`config.mk`:
```
export PLATFORM = sky130hd
export DESIGN_NAME = midi_message_parser
export DESIGN_NICKNAME = d
export VERILOG_FILES = /design/src/rtl/midi_message_parser.sv
export SDC_FILE = /design/constraint.sdc
export NUM_CORES = 1
export LEC_CHECK = 0
export ABC_AREA = 1
export BUFFER_PORTS_ARGS = -buffer_cell sky130_fd_sc_hd__buf_2
export CORE_ASPECT_RATIO = 2
export CORE_UTILIZATION = 52
export DETAILED_ROUTE_END_ITERATION = 8
export PLACE_DENSITY = 0.72
export SETUP_SLACK_MARGIN = 0.3
export SYNTH_ARGS = -nofsm -noshare
export SYNTH_HDL_FRONTEND = slang
export SYNTH_SLANG_ARGS = --single-unit
```
`constraint.sdc`:
```
create_clock -name clock_50_000_000 -period 2 [get_ports clock_50_000_000]
set_input_delay 0.5 -clock clock_50_000_000 [delete_from_list [all_inputs] [get_ports clock_50_000_000]]
set_output_delay 0.5 -clock clock_50_000_000 [all_outputs]
set_load 0.005 [all_outputs]
```
`src/rtl/midi_message_parser.sv`:
```
// MIDI byte-stream parser: running status, SysEx skipping and real-time interleaving,
// emitting note/control/bend messages over a valid/ready handshake with sticky overflow.
module midi_message_parser #(
  parameter bit         OMNI    = 1'b1,
  parameter logic [3:0] CHANNEL = 4'd0
) (
  input  logic       clock_50_000_000,
  input  logic       reset_l,
  input  logic [7:0] byte_in,
  input  logic       byte_valid,
  output logic       msg_valid,
  input  logic       msg_ready,
  output logic [1:0] msg_type,
  output logic [3:0] msg_channel,
  output logic [6:0] msg_data1,
  output logic [6:0] msg_data2,
  output logic       overflow
);

  typedef enum logic [1:0] {WAIT_STATUS, WAIT_DATA1, WAIT_DATA2, SYSEX} state_t;

  state_t     state;
  logic [7:0] run_status;
  logic [6:0] data1;

  logic       is_data, is_realtime, is_chan_status, one_byte;
  logic       complete, emit;
  logic [3:0] kind;
  logic [6:0] next_d1, next_d2;
  logic [1:0] next_type;

  always_comb begin
    is_data        = ~byte_in[7];
    is_realtime    = byte_in[7:3] == 5'b11111;
    is_chan_status = byte_in[7] && (byte_in[7:4] != 4'hF);
    kind           = run_status[7:4];
    one_byte       = (kind == 4'hC) || (kind == 4'hD);
    complete       = byte_valid && is_data &&
                     (((state == WAIT_DATA1) && one_byte) || (state == WAIT_DATA2));
    next_d1        = (state == WAIT_DATA2) ? data1 : byte_in[6:0];
    next_d2        = (state == WAIT_DATA2) ? byte_in[6:0] : '0;
    next_type      = 2'd0;
    emit           = 1'b0;
    case (kind)
      4'h8: begin next_type = 2'd1; emit = complete; end
      // Zero-velocity note-on is the common running-status form of note-off.
      4'h9: begin next_type = (next_d2 == '0) ? 2'd1 : 2'd0; emit = complete; end
      4'hB: begin next_type = 2'd2; emit = complete; end
      4'hE: begin next_type = 2'd3; emit = complete; end
      default: ;
    endcase
    if (!OMNI && (run_status[3:0] != CHANNEL)) emit = 1'b0;
  end

  always_ff @(posedge clock_50_000_000) begin
    if (!reset_l) begin
      state       <= WAIT_STATUS;
      run_status  <= '0;
      data1       <= '0;
      msg_valid   <= 1'b0;
      msg_type    <= '0;
      msg_channel <= '0;
      msg_data1   <= '0;
      msg_data2   <= '0;
      overflow    <= 1'b0;
    end else begin
      if (byte_valid && !is_realtime) begin
        if (is_chan_status) begin
          run_status <= byte_in;
          data1      <= '0;
          state      <= WAIT_DATA1;
        end else if (byte_in == 8'hF0) begin
          run_status <= '0;
          state      <= SYSEX;
        end else if (byte_in[7]) begin
          run_status <= '0;
          state      <= WAIT_STATUS;
        end else begin
          case (state)
            WAIT_DATA1: begin
              data1 <= byte_in[6:0];
              state <= one_byte ? WAIT_DATA1 : WAIT_DATA2;
            end
            WAIT_DATA2: state <= WAIT_DATA1;
            default: ;
          endcase
        end
      end

      if (emit && (!msg_valid || msg_ready)) begin
        msg_valid   <= 1'b1;
        msg_type    <= next_type;
        msg_channel <= run_status[3:0];
        msg_data1   <= next_d1;
        msg_data2   <= next_d2;
      end else begin
        if (emit) overflow <= 1'b1;
        if (msg_valid && msg_ready) begin
          msg_valid   <= 1'b0;
          msg_type    <= '0;
          msg_channel <= '0;
          msg_data1   <= '0;
          msg_data2   <= '0;
        end
      end
    end
  end

endmodule

```
* Word-level counts from Yosys, hierarchy flattened
Cells that the tools add are included.
Widths: inputs -> output; s select.
** Word-level totals
- Register bits :: 39
- Bits in latches :: 0
- Bits in writable memories :: 0
- Memory bits (read-only) :: 0
- Memories :: 0
** Operators by class
- Add/subtract/negate cells :: 0
- Multipliers :: 0
- Div/mod/pow operators :: 0
- Magnitude comparators :: 0
- Equality and inequality tests :: 13
- Shift operators :: 0
- Multiplexer cells :: 26
- Bitwise gates (word level) :: 2
- Reductions and logical operators :: 22
** Operators with widths (number)
- $mux 7 :: 9
- $eq 4x4->1 const B :: 6
- $mux 8 :: 3
- $mux 2 :: 6
- $eq 8x8->1 const B :: 1
- $mux 4 :: 2
- $pmux 2 s4 :: 1
- $logic_and 1x1->1 :: 7
- $logic_not 7->1 :: 1
- $reduce_and 2->1 :: 3
- $eq 5x5->1 const B :: 1
- $reduce_bool 5->1 :: 1
- $mux 1 :: 4
- $ne 4x4->1 const B :: 1
- $pmux 2 s2 :: 1
- $reduce_and 4->1 :: 1
- $reduce_bool 2->1 :: 2
- $reduce_or 4->1 :: 1
- $logic_or 1x1->1 :: 3
- $reduce_bool 3->1 :: 1
- $eq 2x1->1 const B :: 1
- $eq 2x2->1 const B :: 1
- $logic_not 1->1 :: 2
- $ne 2x1->1 const B :: 1
- 2 further kinds :: 3

* Longest topological paths before layout
Gate-level depths: netlist (run 1).
- Depth after elaboration :: 9
- Depth in mapped cells :: 11
- Gate-level depth less buffers :: 9

* Worst setup path after synthesis (run 1)
No wires, ideal clock.
- Path kind :: flip-flop to flip-flop
- Start :: reg state[0]
- End :: reg msg_data1[6]
- Setup time :: 0.071 ns
- Arrival :: 1.354 ns
- Required time :: 1.929 ns
- Slack :: 0.576 ns
- Stages on the path, launching flop included :: 10
- Period minus slack after synthesis :: 1.424 ns
- Cell sequence :: dfxtp_1 -> inv_1 -> ha_1 -> buf_2 -> inv_1 -> a21oi_1 -> nand3_1 -> buf_2 -> nand3_1 -> a21oi_1
** On the way
- Cells in the longest elaborated chain, start to end :: 7
** Ends and longest elaborated chain
- start, declared :: RTL line 22 : state_t state;
- start signal, assigned :: RTL line 82 : state <= one_byte ? WAIT_DATA1 : WAIT_DATA2;
- $eq 2x1->1 :: RTL line 39 : (((state == WAIT_DATA1) && one_byte) || (state == WAIT_DATA2));
- $logic_and 1x1->1 :: RTL line 39
- $logic_or 1x1->1 :: RTL line 39
- $logic_and 1x1->1 :: RTL line 38 : complete = byte_valid && is_data &&
- $mux 1 :: RTL line 44 : case (kind)
- $logic_and 1x1->1 :: RTL line 90 : if (emit && (!msg_valid || msg_ready)) begin
- $mux 7 or $reduce_bool 2->1 (tied branches)
- end signal, assigned :: RTL line 94 : msg_data1 <= next_d1;
- end, declared :: RTL line 15 : output logic [6:0] msg_data1,
Parallel ways exist; a longest one is shown, timed or not.
A chain may end at the register's enable or synchronous reset.

* Worst setup path after layout (run 1)
- Start :: reg state[1]
- End :: reg msg_type[1]
** On the way
- Cells in the longest elaborated chain, start to end :: 7
** Ends and longest elaborated chain
- $eq 2x1->1 :: RTL line 39
- $logic_and 1x1->1 :: RTL line 39
- $logic_or 1x1->1 * :: RTL line 39
- $logic_and 1x1->1 * :: RTL line 38
- $mux 1 * :: RTL line 44
- $logic_and 1x1->1 * :: RTL line 90
- $mux 2 or $reduce_bool 2->1 (tied branches)
- end signal, assigned :: RTL line 92 : msg_type <= next_type;
- end, declared :: RTL line 13 : output logic [1:0] msg_type,
Every way passes the cells marked *; elsewhere a longest branch is shown, timed or not.

==> results of run 1 <==
[placed cells by master (no fill, tap or decap), types with 3 or more instances in the layout]
cell type and instances:
nand2_1 68, nand3_1 49, a21oi_1 41, dfxtp_1 39, buf_2 33, inv_1 19
nor2_1 11, inv_2 6, clkbuf_8 5, buf_4 4, nor2_2 3
[area by class of cell]
| class | count | area (sq um) | area share, % |
|---|---|---|---|
| Clock buffer | 6 | 72.6 | 3.40 |
| Clock inverter | 2 | 60.1 | 2.81 |
| Timing Repair Buffer | 38 | 206 | 9.66 |
| Inverter | 26 | 97.6 | 4.57 |
| Sequential cell | 39 | 781 | 36.5 |
| Tap cell | 32 | 40.0 | 1.87 |
| Multi-Input combinational cell | 187 | 880 | 41.2 |
[power by group]
group          internal [mW]  switching [mW]  total [mW]
clock                  0.499           0.272       0.770
sequential             0.795          0.0131       0.808
combinational         0.0485           0.101       0.150
total                   1.34           0.386        1.73
[cell families after synthesis]
family          after synthesis  synth area share [%]
compound gates               47                  13.5
simple gates                138                  33.4
fa+ha+maj                     2                  1.38
buf+inv                      39                  8.75
flops                        39                  43.0
[worst paths after layout]
path	startpoint	end	slack (ns)	cells after the start
max	state[1]	msg_type[1]	0.49	8
max reg2reg	state[1]	msg_type[1]	0.49	8
min reg2reg	run_status[1]	run_status[1]	0.47	2
min	run_status[1]	run_status[1]	0.47	2
[metal layers]
| layer | GRT usage [%] | share of wire, % | vias to the layer above |
|---|---|---|---|
| li1 | - | - | 933 |
| met4 | 14.5 | 4.2 | 0 |
| met1 | 27.3 | 42 | 792 |
| met5 | 0 | 0 | - |
| met2 | 43.8 | 51 | 38 |
| met3 | 3.37 | 2.8 | 12 |
[tightest hold or removal path, cell delays in order, from the launching register on]
cell,delay (ns)
dfxtp_1,0.31
nand2_1,0.06
a21oi_1,0.05
[registers in the layout (all words and copies together) (netlist names)]
name and cells:
overflow 1, msg_type 2, msg_data2 7, state 2
msg_channel 4, msg_valid 1, run_status 8, data1 7
msg_data1 7
==> run metrics, run 1 <==
status=finished with violations; failing checks=DRC; pre-CTS setup slack=0.382 ns; Max-Cap Viols=0; crit-path leading delay family=flip-flops; I/O Pins=34; area grow syn2layout=17.6%; H-tree Lvls=2; grt total ovfl=0; WL final=4070 um; achievable clock frequency=662 MHz; PwrDens=809 nW/um^2; Post-synth EDFFs=0; Core Area=3380 sq um; Pre-Repair DR Iteration Count=6; DP Area=2000 sq um; Port Buffers=33; Die ar.=3750 sq um; Static Leak=0.999 nW; Fin Clk Skew=0.00270 ns; total clock sinks=39; peak supply drop=0.760 mV; Antenna Violating Nets Remaining=0; Synth async-reset ratio=0%; #FFs+latches synth=39; Yosys Warn Count=0; post-route design area=2140 sq um; CTS tree=built; initial antenna violation count=0; Synth top area share=43.0%; Syn Area/Cell=6.86 sq um; critical path startpoint category=flop; setup TNS=0 ns; vias=1,775; CP required=2.17 ns; # diodes=0; Final Hold Vio Count=0; Max clock buf depth=2; Starting DRT DRC Count=42; drt wl/cell=12.3 um; Cell Rows=30; clk_lat worst skew=0.29 ns; slowest stage delay, CP=0.33 ns; final std cells w/o fill=330; Syn Nets=279; RSZ-0062 raised after global routing=false; Root Driver=clkbuf_8; post-cts gate resize count=0; post-layout power=1.73 mW; Die W=43.8 um; Period Utilization, post-route=75.6%; final count of negative-setup-slack endpoints=0; Critical Path AT=1.68 ns; Distinct cells, synth=23; Clock Pin Slew Worst Setup and Hold Paths=0.07 ns; post-layout net count=311; Crit Path Class=reg -> reg; Vias per Instance=5.38; layout cells sized above 1=19.8%; Worst Max-Slew Pin Slew=0.603 ns; WP buf/inv=2; Die H=85.6 um; Final WS setup=0.488 ns; placed insts=322; synth cell count leaders=nand2_1, nand3_1, a21oi_1; Num CTS Buffers=5; Post-Synthesis Cell Area=1820 sq um; largest net degree at the start of global routing=36; Synth area leaders=dfxtp_1, nand2_1, nand3_1, a21oi_1, inv_1; post-CTS setup buffer count=0; first-pass GRT wire length=7140 um; Overall Global Routing Usage=25.0%; Primary FF master, synth=dfxtp_1; hpwl dp=3030 um; Fill cells=345; fin util=63.3%; vias in the first global route=1,605; fin. max-slew vios=0; Slew headroom=59.7%; Min Hold Slack=0.468 ns; Yosys top cell by area=dfxtp_1; Critical Path Fanout Max=20; synthesized instance count=265; # hold bufs at CTS=0; Min-Delay Path Class=reg -> reg; residual DRC count=3; crit end category=flop; worst-path cell chain=inv_1, ha_1, nand4_1, a21oi_1, nand3_1, buf_4, nand3_1, a21oi_1; post-synthesis sequential area ratio=43.0%; Final min period=1.51 ns; Initial Util=53.8%; most frequent cell after synthesis=nand2_1; Max stage delay cell, worst path=dfxtp_1; Placer Congestion=0.857
No activity file was read; power rests on OpenSTA's default activity.
==> inputs of run 2 (changes only) <==
- ABC_AREA: 1 -> 0
- CORE_UTILIZATION: 52 -> 48
- PLACE_DENSITY: 0.72 -> 0.71
- clock period: 2 -> 1.2 ns (I/O delays scaled with it)
==> run 2 against run 1 <==
The flow finishes with violations (setup timing). Wire length grew 21%. Maximum frequency rose by 5.1%. Clock power is 11% higher. Clock-buffer cell count did not move. Core utilization increased by 14 points. Register-to-register slack got worse by 0.73 ns. Synthesized area shrank 7.4%. Die area rose by 0.27%. Synthesized cell count is 42% lower. First-iteration DRC count rose by 14%. Combinational power rose to 2.9 times the previous value. Critical endpoint is now msg_channel[1].
==> run metrics, run 2 <==
WP buf/inv=2 (unchanged); routed wl met3=130 um (+13%); residual DRC count=0 (-3); Distinct cells, synth=40 (+74%); failing checks=setup timing; worst-path cell chain=inv_2, ha_4, and4b_2, buf_6, nand3_2, a2bb2oi_2, o221ai_1; Max stage delay cell, worst path=dfxtp_2; Adder-Cell Fraction of Synth Area=1.49% (+0.11 points); Die ar.=3760 sq um (+0.27%); Antenna Violating Nets Remaining=0 (unchanged); Static Leak=1.12 nW (+12%); Die W=43.9 um (+0.14%); max reg flops=8 (unchanged); Critical Path Fanout Max=4 (-80%); Placer Congestion=0.851 (-0.68%); Largest Register=run_status; first-pass GRT wire length=7520 um (+5.3%); largest family of logic cells by synthesized area=compound AO/OA/AOI/OAI gates; CTS tree=built; grt total ovfl=0 (unchanged); Die H=85.7 um (+0.13%); Synth area leaders=dfxtp_1, a22o_1, mux2i_1, o2bb2ai_1, a22o_2; crit end category=flop; WL final=4950 um (+21%); met2 WL=2880 um (+38%); Synth Area in XOR/XNOR=4.32% (+4.3 points); Critical Path AT=1.64 ns (-0.04 ns); final count of negative-setup-slack endpoints=31 (+31); Primary FF master, synth=dfxtp_1; Vias per Instance=5.99 (+11%); Cell Rows=30 (unchanged); Syn Nets=167 (-40%); Synth top area share=46.4% (+3.5 points); synthesized instance count=153 (-42%); area grow syn2layout=55.9%; Synth Area in Simple Gates=11.8% (-22 points); Overall Global Routing Usage=26.7% (+1.7 points); post-route design area=2620 sq um (+23%); Syn Area/Cell=11.0 sq um (+60%); crit-path leading delay family=simple AND/OR/NAND/NOR gates; synth cell count leaders=dfxtp_1, a22o_1, nand3_1; top sig layer=met4; Num CTS Buffers=5 (unchanged); Fin Clk Skew=0.00240 ns (-0.000298 ns); total clock sinks=39 (unchanged); post-layout power=2.64 mW (+53%); met1 WL=1840 um (+8.6%); Core Area=3380 sq um (unchanged); fin. max-slew vios=0 (unchanged); Yosys Warn Count=0 (unchanged); hpwl dp=3350 um (+10%); peak supply drop=1.08 mV (+42%); vias in the first global route=1,611 (+0.37%); fin util=77.6% (+14 points); Compound-Gate Fraction of Synth Area=27.6% (+14 points); Pre-Repair DR Iteration Count=4 (-2); RSZ-0062 raised after global routing=true; Post-synth EDFFs=0 (unchanged); Crit Path Class=reg -> reg; initial antenna violation count=0 (unchanged); Final min period=1.44 ns (-0.0727 ns); H-tree Lvls=2 (unchanged); Starting DRT DRC Count=48 (+14%); Final WS setup=-0.239 ns (-0.727 ns); most frequent cell after synthesis=dfxtp_1; status=finished with violations; achievable clock frequency=695 MHz (+5.1%); post-synthesis sequential area ratio=46.4% (+3.5 points); I/O Pins=34 (unchanged); PwrDens=1010 nW/um^2 (+24%); slowest stage delay, CP=0.33 ns (about the same); Slew headroom=80.7% (+21 points); Min-Delay Path Class=in -> reg; critical path startpoint category=flop; # hold bufs at CTS=0 (unchanged); post-layout net count=251 (-19%); Clock Pin Slew Worst Setup and Hold Paths=0.07 ns (about the same); Post-Synthesis Cell Area=1680 sq um (-7.4%); Worst Max-Slew Pin Slew=0.286 ns (-0.317 ns); pre-CTS setup slack=-0.345 ns (-0.727 ns); CP required=1.40 ns (-0.77 ns); clk_lat worst skew=0.28 ns (about the same); Synth async-reset ratio=0% (unchanged); Port Buffers=33 (unchanged); Final Hold Vio Count=0 (unchanged); drt wl/cell=18.3 um (+48%); commonest non-fill, non-tap cell in the layout=buf_4; worst reg-to-reg setup slack=-0.24 ns (-0.73 ns); Period Utilization, post-route=120% (+44 points); mux cell area share after synthesis=4.17% (+4.2 points); Max-Cap Viols=0 (unchanged); Max clock buf depth=2 (unchanged); # diodes=0 (unchanged); Initial Util=49.8% (-4.0 points); most frequent cells in the layout=buf_4, buf_2, dfxtp_2, a22o_1, buf_6; #FFs+latches synth=39 (unchanged); Yosys top cell by area=dfxtp_1; vias=1,616 (-9.0%); Root Driver=clkbuf_8; DP Area=2150 sq um (+7.7%); largest net degree at the start of global routing=17 (-53%); layout cells sized above 1=64.3% (+44 points)
[run 2: cell types whose count changed in the layout (fill, tap and decap cells not counted), sizes merged, moves of 19 or more]
cell   change
inv       -19
a22o      +21
nand3     -42
nand2     -65
a21oi     -38
buf       +48
[run 2: path summary, 6_finish.rpt]
kind / startpoint / to / cells after the start
max reg2reg: state[0] / msg_channel[1] / 7
min reg2reg: msg_data1[4] / msg_data1[4] / 1
max: state[0] / msg_channel[1] / 7
min: byte_in[3] / msg_data2[3] / 2
[run 2: kinds of logic (layout without fill, tap and decap cells)]
logic type / count (synthesis) / count (layout)
AO/OA/AOI/OAI: 54 / 54
XOR/XNOR: 4 / 4
adder cells (fa/ha/maj): 2 / 2
buffers and inverters: 15 / 100
flip-flops: 39 / 39
multiplexers: 7 / 7
AND/OR/NAND/NOR: 32 / 32
[run 2: power by group]
part	switching [mW]	internal [mW]	leakage, nW
logic	0.214	0.224	0.748
clock network	0.450	0.406	0.0412
registers	0.0234	1.32	0.329
total	0.687	1.95	1.12
[run 2: layer usage]
metal  GRT usage (%)  vias up
met2            49.0       37
met3            5.26        8
met4            11.0        0
li1                -      766
met5               0        -
met1            28.3      805
[run 2: area by class of cell]
cell class                      count  area (sq um)
Multi-Input combinational cell     99           993
Sequential cell                    39           817
Fill cell                         214           757
Timing Repair Buffer               86           658
Clock buffer                        6          72.6
Tap cell                           32          40.0
Inverter                            6          27.5
Clock inverter                      2          12.5
[run 2: worst register-to-register path: cells and delay by family, from the launching register on]
| kind | cells | cell delay, ns |
|---|---|---|
| adder cells (fa/ha/maj) | 1 | 0.13 |
| buffers and inverters | 2 | 0.21 |
| AND/OR/NAND/NOR | 2 | 0.36 |
| AO/OA/AOI/OAI | 2 | 0.35 |
| flip-flops | 1 | 0.33 |
[run 2: timing repair]
| item | CTS | global route |
|---|---|---|
| setup endpoints to repair | 61 | 60 |
| resized for setup | 44 | 29 |
| gates cloned | 0 | 0 |
| buffers inserted | 13 | 5 |
| pin swaps | 17 | 11 |
[run 2: through the flow]
step           instances  hold WS, ns  TNS, ns
2_1_floorplan        153        0.421    -3.68
3_3_place_gp         244        0.439    -6.81
3_5_place_dp         244        0.444    -7.81
4_1_cts              265        0.272    -5.03
5_1_grt              270        0.238    -6.66
6_report             270        0.248    -4.98
==> inputs of run 3 (changes only) <==
- CELL_PAD_IN_SITES_DETAIL_PLACEMENT: unset -> 1
- CELL_PAD_IN_SITES_GLOBAL_PLACEMENT: unset -> 1
- CORE_UTILIZATION: 48 -> 38
- PLACE_DENSITY: 0.71 -> 0.72
==> run 3 against run 2 <==
Critical path type unchanged. Sequential cell count is the same. Largest power group unchanged. Core utilization shrank 7.6 points. Final cell count grew 11%. Sequential share of layout area shrank 3.2 points. Clock skew grew 0.0019 ns. The flow still finishes with violations (setup timing). Critical endpoint unchanged. Critical path depth shrank 2.
==> run metrics, run 3 (synthesis results as in run 2) <==
status=finished with violations; failing checks=setup timing; Critical Path Fanout Max=7 (+3); Worst R2R End=msg_channel[1]; area grow syn2layout=73.5%; crit path capture=msg_channel[1]; Worst Max-Slew Pin Slew=0.399 ns (+0.113 ns); H-tree Lvls=2 (unchanged); Largest Register=run_status; CP required=1.39 ns (about the same); Placer Congestion=0.824 (-3.2%); Die ar.=4710 sq um (+25%); Vias per Instance=5.73 (-4.3%); post-route design area=2920 sq um (+11%); slowest stage delay, CP=0.34 ns (about the same); # hold bufs at CTS=0 (unchanged); Static Leak=1.23 nW (+9.8%); Starting DRT DRC Count=35 (-27%); Critical Path AT=1.70 ns (+0.06 ns); initial antenna violation count=0 (unchanged); vias=1,724 (+6.7%); Clock Pin Slew Worst Setup and Hold Paths=0.08 ns (about the same); cells on worst reg2reg path=5 (-2); Fin Clk Skew=0.00433 ns (+0.00193 ns); fin util=70.0% (-7.6 points); critical path startpoint category=flop; clk_lat worst skew=0.31 ns (+0.03 ns); worst reg-to-reg setup slack=-0.31 ns (-0.07 ns); DP Area=2180 sq um (+1.4%); Port Buffers=33 (unchanged); final count of negative-setup-slack endpoints=31 (unchanged); Num CTS Buffers=5 (unchanged); Initial Util=40.3% (-9.5 points); worst-path cell chain=and2b_4, xor2_4, buf_6, a2bb2oi_2, o221ai_2; CP startpoint=run_status[4]; achievable clock frequency=662 MHz (-4.7%); final std cells w/o fill=301 (+11%); CTS tree=built; hpwl dp=4020 um (+20%); Slew headroom=73.1% (-7.5 points); layout cells sized above 1=69.9% (+5.6 points); vias in the first global route=1,928 (+20%); Max stage delay cell, worst path=dfxtp_2; RSZ-0062 raised after global routing=true; WL final=7220 um (+46%); Pre-Repair DR Iteration Count=4 (unchanged); Period Utilization, post-route=126% (+5.9 points); residual DRC count=0 (unchanged); drt wl/cell=24.0 um (+31%); Antenna Violating Nets Remaining=0 (unchanged); grt total ovfl=0 (unchanged); crit end category=flop; PwrDens=961 nW/um^2 (-4.4%); first-pass GRT wire length=9980 um (+33%); Crit Path Class=reg -> reg; Max-Cap Viols=0 (unchanged); RR Startpoint=run_status[4]; placed insts=263 (+7.8%); Final min period=1.51 ns (+0.0709 ns); I/O Pins=34 (unchanged); Die H=96.1 um (+12%); Final Hold Vio Count=0 (unchanged); Min-Delay Path Class=in -> reg; peak supply drop=1.02 mV (-5.5%); commonest non-fill, non-tap cell in the layout=buf_4; fin. max-slew vios=0 (unchanged); max reg flops=8 (unchanged); most frequent cells in the layout=buf_4, dfxtp_2, buf_6, buf_2, a22o_1; # diodes=0 (unchanged); largest net degree at the start of global routing=13 (-4); Max clock buf depth=2 (unchanged); Die W=49.0 um (+12%); total clock sinks=39 (unchanged); pre-CTS setup slack=-0.311 ns (+0.0335 ns); Final WS setup=-0.310 ns (-0.0709 ns); Overall Global Routing Usage=29.9% (+3.2 points); Root Driver=clkbuf_8; Cell Rows=33 (+10%); Core Area=4170 sq um (+23%); post-layout net count=262 (+4.4%)
[run 3: changes by cell type in the layout (fill, tap and decap cells not counted), sizes merged]
cell	previous run	this run
clkbuf	6	7
inv	6	5
buf	86	96
clkinv	1	2
[run 3: layout make-up]
class | count | area [sq um]
multi-input combinational | 99 | 1110
timing repair buffer | 97 | 817
inverter | 6 | 27.5
tap | 52 | 65.1
fill | 412 | 1250
clock buffer | 6 | 72.6
sequential | 39 | 816
clock inverter | 2 | 12.5
[run 3: worst max-delay path: cells and delay by family (launching register included)]
family / cells / cell delay, ns
xor+xnor: 1 / 0.22
simple gates: 1 / 0.32
flops: 1 / 0.34
buf+inv: 1 / 0.19
compound gates: 2 / 0.31
[run 3: routing by layer]
layer,global-route usage [%],vias up,wire length (um)
li1,-,799,-
met1,25.9,853,2400
met2,60.4,50,4360
met3,5.69,22,157
met4,19.4,0,310
met5,0,-,0
[run 3: how the worst min path moves through the flow]
stage,startpoint,endpoint,cells past startpoint
6_report,byte_in[3],msg_data2[3],3
5_1_grt,byte_in[3],msg_data2[3],3
4_1_cts,byte_in[3],msg_data2[3],3
3_5_place_dp,msg_data1[4],msg_data1[4],1
3_3_place_gp,msg_data1[4],msg_data1[4],1
2_1_floorplan,byte_in[0],msg_data2[0],1
[run 3: power breakdown]
group	switching [mW]	total, mW	leakage, nW	internal (mW)
logic	0.270	0.531	0.858	0.261
registers	0.0272	1.35	0.329	1.32
clock network	0.519	0.926	0.0412	0.407
total	0.816	2.80	1.23	1.99
[run 3: stage by stage]
step	total power, mW	TNS, ns	hold slack (ns)
CTS	2.70	-6.33	0.327
floorplan	1.59	-3.68	0.421
global route	2.88	-8.89	0.319
finish	2.80	-7.57	0.319
detailed placement	1.73	-6.80	0.447
global placement	1.71	-4.97	0.440
[run 3: timing repair]
item,in CTS,in global routing
endpoints found under the setup margin,61,61
setup buffers,22,7
gates cloned,1,0
pin swaps,17,22
gates resized for setup,67,34
